File: src/rtl/memarb_pkg.sv
// memarb_pkg: shared types for the memory arbiter.
//   ramstate_t  - RAM status encoding presented on the ramstate input
//   arb_state_t - arbiter FSM states
//   addr_t/word_t - default-width address and word types
package memarb_pkg;

  localparam int unsigned ADDR_W_DEF = 32;
  localparam int unsigned DATA_W_DEF = 32;

  typedef enum logic [1:0] {
    FREE   = 2'd0,
    BUSY   = 2'd1,
    ACCESS = 2'd2,
    ERROR  = 2'd3
  } ramstate_t;

  typedef enum logic [1:0] {
    IDLE = 2'd0,
    DACC = 2'd1,
    IACC = 2'd2,
    DONE = 2'd3
  } arb_state_t;

  typedef logic [ADDR_W_DEF-1:0] addr_t;
  typedef logic [DATA_W_DEF-1:0] word_t;

endpackage

File: src/rtl/memarb_watchdog.sv
// memarb_watchdog: access timeout counter for the memory arbiter.
//   CLK     - system clock
//   RST     - synchronous active-high reset
//   start   - access state is being entered this cycle (clears the count)
//   active  - FSM is in an access state this cycle (count advances)
//   expired - this is the TIMEOUT_CYCLES-th access cycle
// Only built when MEMARB_TIMEOUT_EN is defined.
module memarb_watchdog #(
  parameter int unsigned TIMEOUT_CYCLES = 64
) (
  input  logic CLK,
  input  logic RST,
  input  logic start,
  input  logic active,
  output logic expired
);

  localparam int unsigned CW = $clog2(TIMEOUT_CYCLES + 1);

  logic [CW-1:0] cnt_q;

  always_ff @(posedge CLK) begin
    if (RST) begin
      cnt_q <= '0;
    end else if (start) begin
      cnt_q <= '0;
    end else if (active && (cnt_q != CW'(TIMEOUT_CYCLES))) begin
      cnt_q <= cnt_q + 1'b1;
    end
  end

  // The count holds the number of access cycles already completed, so the
  // final permitted cycle is the one where it equals TIMEOUT_CYCLES-1.
  assign expired = active && (cnt_q >= CW'(TIMEOUT_CYCLES - 1));

endmodule

File: src/rtl/memory_arbiter.sv
// memory_arbiter: serialises instruction fetches and data accesses onto a
// single RAM port. Data requests win over fetches. Each access ends with a
// one-cycle DONE state carrying the ihit/dhit pulse and load data.
//   CLK, RST                         - clock, synchronous active-high reset
//   iREN, iaddr                      - fetch request
//   dREN, dWEN, daddr, dstore        - data request (dWEN wins over dREN)
//   ihit, iload / dhit, dload        - completion pulses and load data
//   ramREN, ramWEN, ramaddr, ramstore, ramload, ramstate - RAM port
//   memerr                           - access ended in ERROR or timed out
// Optional: define MEMARB_TIMEOUT_EN to enable the access watchdog.
module memory_arbiter
  import memarb_pkg::*;
#(
  parameter int unsigned ADDR_W         = 32,
  parameter int unsigned DATA_W         = 32,
  parameter int unsigned TIMEOUT_CYCLES = 64
) (
  input  logic              CLK,
  input  logic              RST,
  input  logic              iREN,
  input  logic [ADDR_W-1:0] iaddr,
  input  logic              dREN,
  input  logic              dWEN,
  input  logic [ADDR_W-1:0] daddr,
  input  logic [DATA_W-1:0] dstore,
  output logic              ihit,
  output logic              dhit,
  output logic [DATA_W-1:0] iload,
  output logic [DATA_W-1:0] dload,
  output logic              ramREN,
  output logic              ramWEN,
  output logic [ADDR_W-1:0] ramaddr,
  output logic [DATA_W-1:0] ramstore,
  input  logic [DATA_W-1:0] ramload,
  input  logic [1:0]        ramstate,
  output logic              memerr
);

  arb_state_t  state;
  ramstate_t   rs;
  logic        is_write;
  logic        timeout;
  logic        finish;
  logic [DATA_W-1:0] load_val;

  assign rs = ramstate_t'(ramstate);

`ifdef MEMARB_TIMEOUT_EN
  logic wd_start;
  logic wd_active;

  assign wd_start  = (state == IDLE) && (dREN || dWEN || iREN);
  assign wd_active = (state == DACC) || (state == IACC);

  memarb_watchdog #(
    .TIMEOUT_CYCLES(TIMEOUT_CYCLES)
  ) u_watchdog (
    .CLK    (CLK),
    .RST    (RST),
    .start  (wd_start),
    .active (wd_active),
    .expired(timeout)
  );
`else
  assign timeout = 1'b0;
`endif

  assign finish   = (rs == ACCESS) || (rs == ERROR) || timeout;
  // A completed access returns RAM data; an error or timeout returns 0.
  assign load_val = (rs == ACCESS) ? ramload : '0;

  always_ff @(posedge CLK) begin
    if (RST) begin
      state    <= IDLE;
      is_write <= 1'b0;
      ramREN   <= 1'b0;
      ramWEN   <= 1'b0;
      ramaddr  <= '0;
      ramstore <= '0;
      ihit     <= 1'b0;
      dhit     <= 1'b0;
      memerr   <= 1'b0;
      iload    <= '0;
      dload    <= '0;
    end else begin
      unique case (state)
        IDLE: begin
          ihit   <= 1'b0;
          dhit   <= 1'b0;
          memerr <= 1'b0;
          if (dREN || dWEN) begin
            state    <= DACC;
            is_write <= dWEN;
            ramaddr  <= daddr;
            ramstore <= dstore;
            ramWEN   <= dWEN;
            ramREN   <= ~dWEN;
          end else if (iREN) begin
            state    <= IACC;
            is_write <= 1'b0;
            ramaddr  <= iaddr;
            ramstore <= '0;
            ramREN   <= 1'b1;
            ramWEN   <= 1'b0;
          end
        end
        DACC, IACC: begin
          if (finish) begin
            state    <= DONE;
            ramREN   <= 1'b0;
            ramWEN   <= 1'b0;
            ramaddr  <= '0;
            ramstore <= '0;
            memerr   <= (rs != ACCESS);
            if (state == DACC) begin
              dhit  <= 1'b1;
              dload <= is_write ? '0 : load_val;
            end else begin
              ihit  <= 1'b1;
              iload <= load_val;
            end
          end
        end
        DONE: begin
          // Request unit drops its strobes on the edge that enters DONE, so
          // going straight back to IDLE cannot re-issue the same access.
          state  <= IDLE;
          ihit   <= 1'b0;
          dhit   <= 1'b0;
          memerr <= 1'b0;
        end
        default: state <= IDLE;
      endcase
    end
  end

endmodule

File: config.mk
export PLATFORM = sky130hd
export DESIGN_NAME = memory_arbiter
export DESIGN_NICKNAME = d
export VERILOG_FILES = /design/src/rtl/memarb_pkg.sv /design/src/rtl/memarb_watchdog.sv /design/src/rtl/memory_arbiter.sv
export SDC_FILE = /design/constraint.sdc
export NUM_CORES = 1
export LEC_CHECK = 0
export CAP_MARGIN = 20
export CORE_MARGIN = 4
export CORE_UTILIZATION = 28
export DETAILED_ROUTE_END_ITERATION = 8
export DONT_BUFFER_PORTS = 1
export SLEW_MARGIN = 20
export SYNTH_ARGS = -nofsm -noshare
export SYNTH_HDL_FRONTEND = slang
export SYNTH_SLANG_ARGS = --single-unit
File: constraint.sdc
create_clock -name CLK -period 1.6 [get_ports CLK]
set_input_delay 0.32 -clock CLK [delete_from_list [all_inputs] [get_ports CLK]]
set_output_delay 0.32 -clock CLK [all_outputs]
set_load 0.03 [all_outputs]
== Word level (Yosys, flattened, before mapping) ==
Cells that the tools add are included.

* Flip-flop bits (word level): 136
* Input bits: 135
* Output and inout port bits: 133
* Word-level logic and storage cells: 65

* Equality and inequality tests: 10
* Muxes and demuxes: 28
* Bitwise logic cells: 2
* Reduce and logical (&&, ||, !) cells: 14

{| class="wikitable"
|+ Operators by type and width
! operator !! count
|-
| two-way mux 32 bit || 7
|-
| one-hot mux 32 bit (2 select lines) || 2
|-
| two-way mux 1 bit || 10
|-
| one-hot mux 1 bit (2 select lines) || 5
|-
| AND reduction 3 bit || 3
|-
| equality test 2 bit, second input constant || 4
|-
| != test 2 bit, second input constant || 4
|-
| AND reduction 2 bit || 4
|-
| two-way mux 2 bit || 3
|-
| one-hot mux 2 bit (3 select lines) || 1
|-
| nonzero test 2 bit || 2
|-
| OR reduction 2 bit || 2
|-
| != test 3 bit, second input constant || 1
|-
| equality test 2 x 1 -> 1 bit, second input constant || 1
|-
| logical NOT 2 bit || 1
|-
| logical OR 1 bit || 2
|-
| inverter 1 bit || 2
|}

== Logic depth before layout (Yosys ltp) ==
* Depth after elaboration: 4
* Depth in mapped cells: 7
* Mapped depth without buffers: 5

== Worst setup path after synthesis ==
Ideal clock, no wire load.

* Kind: reg2reg
* From: register state[0]
* To: register ramaddr[11]
* Library setup time: 0.127 ns
* Arrival: 1.679 ns
* Data required time: 1.473 ns
* Slack: -0.206 ns
* Cell stages (with the launch flop): 8
* Path buffers: 2
* Clock period less this slack: 1.806 ns
* Cells stage by stage: dfxtp_1 > inv_1 > ha_1 > buf_1 > nor2_2 > o311ai_1 > clkbuf_1 > o2bb2ai_1

* Cells in the longest elaborated chain, start to end: 4
* Elaborated cells between the ends (all ways): 9
* Classes of those cells: 4 x eq/ne; 1 x mux; 4 x reduce/logical

{| class="wikitable"
|+ Ends and longest elaborated chain
! element !! RTL line !! RTL
|-
| from (decl) || memory_arbiter.sv:39 || <nowiki>arb_state_t state;</nowiki>
|-
| from (signal assigned) || memory_arbiter.sv:74 || <nowiki>state <= IDLE;</nowiki>
|-
| from (signal assigned) || memory_arbiter.sv:92 || <nowiki>state <= DACC;</nowiki>
|-
| from (signal assigned) || memory_arbiter.sv:99 || <nowiki>state <= IACC;</nowiki>
|-
| equality test 2 x 1 -> 1 bit / equality test 2 bit (equally long branches) || memory_arbiter.sv:86 || <nowiki>unique case (state)</nowiki>
|-
| OR reduction 2 bit || memory_arbiter.sv:86 ||
|-
| != test 2 bit (no source line) / nonzero test 2 bit (equally long branches) || -- ||
|-
| AND reduction 3 bit (no source line) || -- ||
|-
| to (signal assigned) || memory_arbiter.sv:94 || <nowiki>ramaddr <= daddr;</nowiki>
|-
| to (signal assigned) || memory_arbiter.sv:101 || <nowiki>ramaddr <= iaddr;</nowiki>
|-
| to (decl) || memory_arbiter.sv:32 || <nowiki>output logic [ADDR_W-1:0] ramaddr,</nowiki>
|}

Several ways; a longest one is shown, not always the timed one.
A chain may end at the register's enable or synchronous reset.

== Worst setup path after layout ==
* From: register state[0]
* To: register ramaddr[23]

Same word-level chain as after synthesis.

==> flow_summary.toml <==
[status]
status = "finished with violations"
violations = "negative setup slack"

[synth]
syn_nets = 738
syn_area_um2 = 5449
synth_seq_cells = 136
synthCells = 598
yosysSeqAreaShare_pct = 49.97
synth_top_area_share_pct = 49.97
muxShareOfSynthArea_pct = 6.636
synth_top_flop_cell = "dfxtp_1"
async_reset_ff_share_pct = 0
ys_top_cells_by_area = "dfxtp_1, mux2i_1, a21oi_1, nand3_1, o2bb2ai_1"
synth-xor-area-share_pct = 0
synth_adder_area_share_pct = 1.148
synth-edff-count = 0
yosys_warnings = 0
avgSynthCellArea_um2 = 9.112
yosys.area_share.simple_pct = 20.41
synth_top_family_by_area = "simple AND/OR/NAND/NOR gates"
synth_compound_area_share_pct = 16.26
synth_cell_types = 39
synth_top_area_cell = "dfxtp_1"

[timing]
final-max-slew-violation-count = 0
final-setup-viol-count = 1
slew_headroom_pct = 58.64
period_share_pct = 100.0
timing_hold_violations_final = 0
setup_ws_ns = -0.0006481
fin_skew_ns = 0.004982
tightest_slew_ns = 0.6204
grt_setup_unrepaired = "true"
period_minus_slack_ns = 1.601
timing.fmax_mhz = 624.7

[placement]
port_buffers = 0
postPlaceCellArea_um2 = 5808
gp_congestion = 0.7734
place_ws_ns = 0.0009895
hpwl_mm = 11.28

[cts]
clk_pin_slew_worst_paths_ns = 0.05
cts_tree = "yes"
cts_buffers = 17
clock_tree.buffer_depth = 2
cts.sinks = 136
insertion_delay_ns = 0.41
htreeDepth = 4
root_buffer = "clkbuf_16"

[layout]
final_cell_area_um2 = 6581
syn2layout_area_growth_pct = 20.78
antennaDiodeCount = 0
mostFrequentLayoutCell = "dfxtp_1"
n_fill_cell = 1933
drive_gt1_share_pct = 15.46
fin_nets = 725
final_cell_mix = "dfxtp_1, nand2_1, nand3_1, a21oi_1, mux2i_1"

[global_routing]
grt_pass1_wl_mm = 24.62
grt_max_degree = 108
grt_use_total_pct = 14.29
overflow = 0
grt_pass1_vias = 4382
antenna_found_initial = 0

[detailed_routing]
dr.pass1.iters = 6
dr_wl_met3_mm = 2.168
drtIter0Drc = 172
drc_errors = 0
met2_length_mm = 7.987
drt-met1-wl_mm = 6.503
wl_per_cell_um = 19.73
vias = 4438
ant_nets = 0
vias_per_cell = 5.191
highest-signal-layer = "met4"
wl_mm = 16.87

[setup_path]
cp.arrival_ns = 1.93
rrSetupSlack_ns = -0.0006
worstPathMaxFanout = 32
cp-start-kind = "flop"
crit_path_end_kind = "flop"
worstPathRequired_ns = 1.93
path_class = "reg -> reg"

[die]
num_rows = 50
chipWidth_um = 147.5
core_um2 = 18890
die_area_um2 = 21760
start_util_pct = 28.84
pin_count = 268
fp.dieH_um = 147.5

[power_and_ir_drop]
leakagePower_uw = 0.002149
p_switching_uw = 5358
switching_share_pct = 39.89
p_per_area_nw_per_um2 = 2041
pwr-share-comb_pct = 26.0
p_int_uw = 8073
p_seq_share_pct = 44.8
irDropWorstVdd_v = 0.0008701
p_clk_share_pct = 29.2

[flow_run]
cap_violations = 0

[worst_hold_path]
hold_class = "in -> reg"
## stage by stage
| step | hold WS (ns) | utilization (%) | cells | power, uW | setup TNS [ns] |
|---|---|---|---|---|---|
| 2_1_floorplan | 0.4632 | - | 598 | 8275 | -0.9929 |
| 3_3_place_gp | 0.3993 | 30.74 | 820 | 9189 | 0 |
| 3_5_place_dp | 0.4063 | 30.74 | 820 | 9222 | 0 |
| 4_1_cts | -0.03935 | 33.85 | 849 | 13230 | -0.03537 |
| 5_1_grt | -0.04556 | 34.83 | 855 | 14130 | -3.894 |
| 6_report | 0.03359 | 34.83 | 855 | 13430 | -0.0006481 |
## cell usage after synthesis, drive strengths merged, types with 2 or more instances
master,instances
nand2,64
dfxtp,136
mux2i,35
nor2,7
nand3,65
buf,22
nand2b,34
ha,5
nand4,32
nor2b,2
clkbuf,37
o21ai,35
o2bb2ai,32
nor3,2
nor3b,2
inv,5
a21oi,68
## cell type report
class,instances,area [um^2],share of cell area [%]
flip-flops and latches,136,2725,41.41
multi-input cells,398,2551,38.76
clock buffers,21,460.4,6.996
repair buffers,27,374.1,5.684
well taps,260,325.3,4.943
clock inverters,8,123.9,1.882
inverters,5,21.27,0.3232
## worst paths after layout
kind / cells after the start / to / start
min: 1 / iload[17]$_SDFFE_PP0P_ / RST
min reg2reg: 2 / dload[16]$_SDFFE_PP0P_ / dload[16]$_SDFFE_PP0P_
max reg2reg: 6 / ramaddr[23]$_SDFFE_PP0P_ / state[0]$_SDFFE_PP0P_
max: 6 / ramaddr[23]$_SDFFE_PP0P_ / state[0]$_SDFFE_PP0P_
## routing by layer
metal	global-route usage (%)	up-vias
met5	0	-
met4	4.147	0
met3	8.645	19
met2	23.29	212
met1	15.67	2110
li1	-	2097
## power groups by stage
stage          Combinational, uW  Sequential, uW  Clock [uW]
4_1_cts                     3140            6040        4050
2_1_floorplan               2380            5890           0
5_1_grt                     3830            6100        4210
3_5_place_dp                3120            6100           0
6_report                    3490            6020        3920
3_3_place_gp                3070            6120           0
## state kept, by name, indices dropped and copies added, names as in the netlist
name,flops
is_write,1
ihit,1
dhit,1
state,2
ramWEN,1
iload,32
ramaddr,32
dload,32
ramREN,1
memerr,1
ramstore,32
## critical path, stage by stage, from the launching register on
cell	delay, ns
dfxtp_2	0.32
inv_2	0.08
ha_4	0.12
or4b_4	0.48
a21oi_4	0.18
buf_12	0.20
o2bb2ai_1	0.13
## cells by family after synthesis
group | after synthesis
AO/OA/AOI/OAI | 142
adder cells (fa/ha/maj) | 5
buffers and inverters | 64
flip-flops | 136
multiplexers | 36
AND/OR/NAND/NOR | 215
## what timing repair did
| item | 4_1_cts | 5_1_grt |
|---|---|---|
| cloned | 0 | 5 |
| pin swaps | 0 | 34 |
| hold endpoints to repair | 70 | 67 |
| gates resized for setup | 1 | 32 |
| endpoints found under the setup margin | 6 | 119 |
| setup buffers | 0 | 1 |
Power figures use the tool's default switching activity.
